[src/rtl/led_pattern_sequencer.sv]
// led_pattern_sequencer: picks one of NUM_PAT LED pattern generators and routes it to the LEDs.
// Latency: led is registered, 1 cycle from pat_in; button press reaches an advance DEB_CYCLES+3 cycles after btn_n falls.
// Backpressure: none; advance requests arriving while a switch is in progress are dropped.
//
// Ports:
//   clk, rst  - clock, synchronous active-high reset
//   btn_n     - raw active-low push button (asynchronous, bouncy)
//   sw_auto   - 1 = advance automatically every DWELL_CYCLES RUN cycles
//   sw_pause  - 1 = freeze the selected generator and the dwell timer
//   pat_in    - generator outputs, pattern i = pat_in[i*10 +: 10]
//   pat_rst   - per-generator sync reset (1-cycle pulse on selection)
//   pat_en    - per-generator enable (only the selected one, only in RUN)
//   led       - registered LED drive, blanked while switching
//   sel       - index of the current pattern
//   busy      - high while a switch is in progress
module led_pattern_sequencer #(
  parameter int NUM_PAT      = 4,
  parameter int DEB_CYCLES   = 1000000,
  parameter int DWELL_CYCLES = 250000000,
  parameter int BLANK_CYCLES = 5000000
) (
  input  logic                  clk,
  input  logic                  rst,
  input  logic                  btn_n,
  input  logic                  sw_auto,
  input  logic                  sw_pause,
  input  logic [NUM_PAT*10-1:0] pat_in,
  output logic [NUM_PAT-1:0]    pat_rst,
  output logic [NUM_PAT-1:0]    pat_en,
  output logic [9:0]            led,
  output logic [2:0]            sel,
  output logic                  busy
);

  localparam int DEB_W   = $clog2(DEB_CYCLES + 1);
  localparam int DWELL_W = $clog2(DWELL_CYCLES + 1);
  localparam int BLANK_W = (BLANK_CYCLES > 1) ? $clog2(BLANK_CYCLES) : 1;

  localparam logic [DEB_W-1:0]   DEB_LAST   = DEB_W'(DEB_CYCLES - 1);
  localparam logic [DWELL_W-1:0] DWELL_LAST = DWELL_W'(DWELL_CYCLES - 1);
  localparam logic [BLANK_W-1:0] BLANK_LAST = BLANK_W'((BLANK_CYCLES > 0) ? BLANK_CYCLES - 1 : 0);
  localparam logic [2:0]         SEL_LAST   = 3'(NUM_PAT - 1);

  typedef enum logic [1:0] {
    ST_RUN,
    ST_SW_RST,
    ST_BLANK
  } state_t;

  state_t             r_state;
  logic [2:0]         r_sel;
  logic [9:0]         r_led;
  logic [BLANK_W-1:0] r_blank;

  logic               r_btn_meta;
  logic               r_btn_sync;
  logic               r_btn_stable;
  logic               r_btn_pulse;
  logic [DEB_W-1:0]   r_deb_cnt;

  logic [DWELL_W-1:0] r_dwell;

  logic               w_btn_lvl;
  logic               w_dwell_run;
  logic               w_dwell_tick;
  logic               w_adv;
  logic [9:0]         w_pat_cur;

  // Two-flop synchronizer; resets to the released (high) level so a reset
  // never looks like a press.
  always_ff @(posedge clk) begin
    if (rst) begin
      r_btn_meta <= 1'b1;
      r_btn_sync <= 1'b1;
    end else begin
      r_btn_meta <= btn_n;
      r_btn_sync <= r_btn_meta;
    end
  end

  // 1 = pressed
  assign w_btn_lvl = ~r_btn_sync;

  // Debounce: the stable level only moves after DEB_CYCLES consecutive
  // cycles of disagreement; any agreeing cycle restarts the count.
  always_ff @(posedge clk) begin
    if (rst) begin
      r_deb_cnt    <= '0;
      r_btn_stable <= 1'b0;
      r_btn_pulse  <= 1'b0;
    end else begin
      r_btn_pulse <= 1'b0;
      if (w_btn_lvl == r_btn_stable) begin
        r_deb_cnt <= '0;
      end else if (r_deb_cnt == DEB_LAST) begin
        r_deb_cnt    <= '0;
        r_btn_stable <= w_btn_lvl;
        // pulse only on the press edge, releases are silent
        r_btn_pulse  <= w_btn_lvl;
      end else begin
        r_deb_cnt <= r_deb_cnt + 1'b1;
      end
    end
  end

  // Tick is gated by the same condition that lets the counter run, so a
  // count parked at its last value during pause cannot fire.
  assign w_dwell_run  = (r_state == ST_RUN) & sw_auto & ~sw_pause;
  assign w_dwell_tick = w_dwell_run & (r_dwell == DWELL_LAST);
  // A coincident button pulse and tick collapse into one advance.
  assign w_adv        = (r_state == ST_RUN) & (r_btn_pulse | w_dwell_tick);

  always_ff @(posedge clk) begin
    if (rst) begin
      r_dwell <= '0;
    end else if (!sw_auto || w_adv) begin
      r_dwell <= '0;
    end else if (w_dwell_run) begin
      r_dwell <= r_dwell + 1'b1;
    end
  end

  // Output mux; unused sel codes (never reached) give zero.
  always_comb begin
    w_pat_cur = '0;
    for (int i = 0; i < NUM_PAT; i++) begin
      if (r_sel == 3'(i)) begin
        w_pat_cur = pat_in[i*10 +: 10];
      end
    end
  end

  always_ff @(posedge clk) begin
    if (rst) begin
      r_state <= ST_SW_RST;
      r_sel   <= '0;
      r_led   <= '0;
      r_blank <= '0;
    end else begin
      r_led <= (r_state == ST_RUN) ? w_pat_cur : '0;
      case (r_state)
        ST_RUN: begin
          if (w_adv) begin
            r_sel   <= (r_sel == SEL_LAST) ? 3'd0 : r_sel + 3'd1;
            r_state <= ST_SW_RST;
          end
        end
        ST_SW_RST: begin
          r_blank <= '0;
          r_state <= (BLANK_CYCLES == 0) ? ST_RUN : ST_BLANK;
        end
        ST_BLANK: begin
          if (r_blank == BLANK_LAST) begin
            r_state <= ST_RUN;
          end else begin
            r_blank <= r_blank + 1'b1;
          end
        end
        default: r_state <= ST_SW_RST;
      endcase
    end
  end

  // rst is folded in combinationally so generators see reset in the same
  // cycle the sequencer does.
  always_comb begin
    pat_rst = '0;
    pat_en  = '0;
    for (int i = 0; i < NUM_PAT; i++) begin
      pat_rst[i] = rst | ((r_state == ST_SW_RST) & (r_sel == 3'(i)));
      pat_en[i]  = ~rst & (r_state == ST_RUN) & (r_sel == 3'(i)) & ~sw_pause;
    end
  end

  assign led  = r_led;
  assign sel  = r_sel;
  assign busy = (r_state != ST_RUN);

endmodule

[config.mk]
export PLATFORM = sky130hd
export DESIGN_NAME = led_pattern_sequencer
export DESIGN_NICKNAME = d
export VERILOG_FILES = /design/src/rtl/led_pattern_sequencer.sv
export SDC_FILE = /design/constraint.sdc
export NUM_CORES = 1
export LEC_CHECK = 0
export CAP_MARGIN = 20
export CORE_MARGIN = 2
export CORE_UTILIZATION = 49
export DETAILED_ROUTE_END_ITERATION = 8
export PLACE_DENSITY = 0.86
export SYNTH_ARGS = -nofsm -noshare
export SYNTH_HDL_FRONTEND = slang
export SYNTH_SLANG_ARGS = --single-unit
[constraint.sdc]
create_clock -name clk -period 1.7 [get_ports clk]
set_input_delay 0.17 -clock clk [delete_from_list [all_inputs] [get_ports clk]]
set_output_delay 0.17 -clock clk [all_outputs]
set_load 0.02 [all_outputs]
==> flow_metrics.tcl <==
set metrics [dict create \
    drive_gt1_share_pct 35.5 \
    maxCapViolCount 0 \
    antenna_cells 0 \
    cts_buffer_depth 2 \
    worst_hold_slack_ps 369 \
    dp_hpwl_mm 8.69 \
    synth-seq-cells 90 \
    route.met2.wl_mm 8.83 \
    worst_skew_pair.late_latency_ps 370 \
    slew_viol_final 0 \
    wl_met1_mm 6.19 \
    slew_headroom_pct 65.7 \
    cts_tree "done" \
    cp-end-kind "flip-flop" \
    die_h_um 101 \
    fmax_mhz 488 \
    synth_edf_count 0 \
    track_usage_pct 27.7 \
    pre_cts_slack_ps -455 \
    crit_buf_inv 1 \
    path_delay_family "simple AND/OR/NAND/NOR gates" \
    cts_root_buffer "clkbuf_8" \
    postSynthAreaPerCell_sq_um 8.54 \
    final_net_count 757 \
    path_cells "and3_1, and4_4, a41oi_4, o211ai_4, buf_8, nor2_1" \
    antenna_found_initial 0 \
    vias_per_cell 6.26 \
    dr.pass1.iters 4 \
    syn-cell-area_sq_um 4600 \
    worstPathMaxFanout 14 \
    power_leakage_uw 0.00262 \
    ir_drop_v 0.000532 \
    final_cell_mix "85 x buf_4, 69 x nor2_1, 65 x dfxtp_1, 56 x clkdlybuf4s50_1, 53 x nand2_1" \
    arrival_ps 2300 \
    yosysWarnings 0 \
    die_w_um 101 \
    synthArstFlopShare_pct 0 \
    outcome "finished with violations" \
    power.density_nw_per_um2 769 \
    core_sq_um 9200 \
    wl_met3_mm 1.15 \
    top_layer "met4" \
    gp_congestion 0.850 \
    mostFrequentLayoutCell "buf_4" \
    grt_setup_unrepaired "yes" \
    setup_slack_ps -349 \
    grt_pass1_vias 4812 \
    synth.distinct_cells 55 \
    synth_flop_cell "dfxtp_1" \
    finalSetupViolations 51 \
    crit_required_ps 1950 \
    start_util_pct 50.1 \
    crit_slowest_cell "dfxtp_1" \
    start_kind "flip-flop" \
    wire_per_inst_um 21.1 \
    tightest_slew_ps 514 \
    dp.cells 771 \
    io_pins 67 \
    yosysSeqAreaShare_pct 39.1 \
    clock_skew_ps 17.7 \
    violations "negative setup slack" \
    drc 0 \
    hold_viol 0 \
    grt_pass1_wl_mm 22.6 \
    tritoncts.num_buffers 9 \
    clock-sinks 90 \
    ctsHtreeMaxLevel 3 \
    r2r_slack_ps -350 \
    syn_nets 594 \
    num_vias 5122 \
    drt_iter0_drc 315 \
    setup-tns-final_ps -11680 \
    finalInstanceArea_sq_um 7030 \
    placed_area_sq_um 5930 \
    grt_max_degree 30 \
    syn_inst 539 \
    final_cells 818 \
    postRouteAntennaNets 0 \
    grt-ovfl-total 0 \
    post-route-period-util_pct 121 \
    wirelength_mm 17.2 \
    layout_min_cycle_time_ps 2050 \
    io_buffers 66 \
    clkTransAtPathRegs_ps 90 \
    syn_to_final_growth_pct 52.7 \
    dieArea_sq_um 10200 \
    cpPeakStageDelay_ps 410 \
    rows 35 \
    hold_class "in2reg" \
    postCtsHoldBufs 0 \
    crit_type "reg2reg" \
]
stage by stage:
step	utilization, %	power [uW]
floorplan	-	2820
global placement	64.4	3330
detailed placement	64.4	3380
CTS	69.6	5010
global route	76.4	5570
finish	76.4	5410
sequential cells by signal (all words and copies together), names as in the netlist:
register and flops:
led 10, r_btn_pulse 1, r_deb_cnt 20, r_btn_meta 1
r_dwell 28, r_blank 23, r_btn_stable 1, r_state 2
r_btn_sync 1, sel 3
timing repair:
item,4_1_cts,5_1_grt
endpoints found under the hold margin,0,0
setup endpoints to repair,83,95
resized for setup,92,113
setup buffers,11,17
gates cloned,1,6
pin swaps,21,49
logic make-up after synthesis:
group	synth area share [%]
adders and majority gates	2.72
xor gates and xnor gates	8.18
DFF	39.1
and+or+nand+nor	31.0
muxes	3.29
AOI/OAI and AO/OA	12.3
buffers and inverters	3.37
report_power, final:
part	internal, uW	switching [uW]	leakage, uW	total, uW
clock	687	836	0.000101	1520
sequential	2170	30.2	0.000739	2200
combinational	794	893	0.00178	1690
total	3650	1760	0.00262	5410
layer usage:
metal	vias to the layer above	GRT usage, %
li1	2243	-
met1	2475	29.5
met2	296	52.6
met3	108	5.62
met4	0	11.6
met5	-	0
cell type report:
class                      count  area (sq um)
inverter                      14          55.1
clock buffer                  10           128
timing repair buffer         175          1620
clock inverter                 6          66.3
sequential                    90          1840
fill                         525          2170
multi-input combinational    412          3180
tap                          111           139
worst paths after layout:
kind	startpoint	endpoint	cells after the start
setup / recovery	r_dwell[21]$_SDFFE_PP0P_	r_dwell[19]$_SDFFE_PP0P_	6
hold / removal	btn_n	r_btn_meta$_SDFF_PP1_	2
setup reg to reg	r_dwell[21]$_SDFFE_PP0P_	r_dwell[19]$_SDFFE_PP0P_	6
hold reg to reg	r_btn_meta$_SDFF_PP1_	r_btn_sync$_SDFF_PP1_	1
Yosys cell counts, drive strengths merged, types with 4 or more instances:
library cell,count,area [sq um]
nand3,31,170
nor3,12,71.3
and3,11,70.1
nor2b,6,37.5
ha,10,125
a2111o,5,56.3
nor4,9,86.3
xor2,28,245
or3,9,56.3
nor4b,6,58.8
inv,13,48.8
o31ai,4,30.0
and2,7,43.8
mux2i,14,140
o41ai,5,43.8
clkbuf,15,56.3
and4,5,43.8
nand2b,4,25.0
buf,8,46.3
nor2,73,277
and3b,9,78.8
xnor2,15,131
o21ai,14,70.1
dfxtp,90,1800
nand2,60,228
o211ai,8,73.8
nand4,18,113
a21oi,24,124
o2111ai,7,61.3
Power figures use the tool's default switching activity.
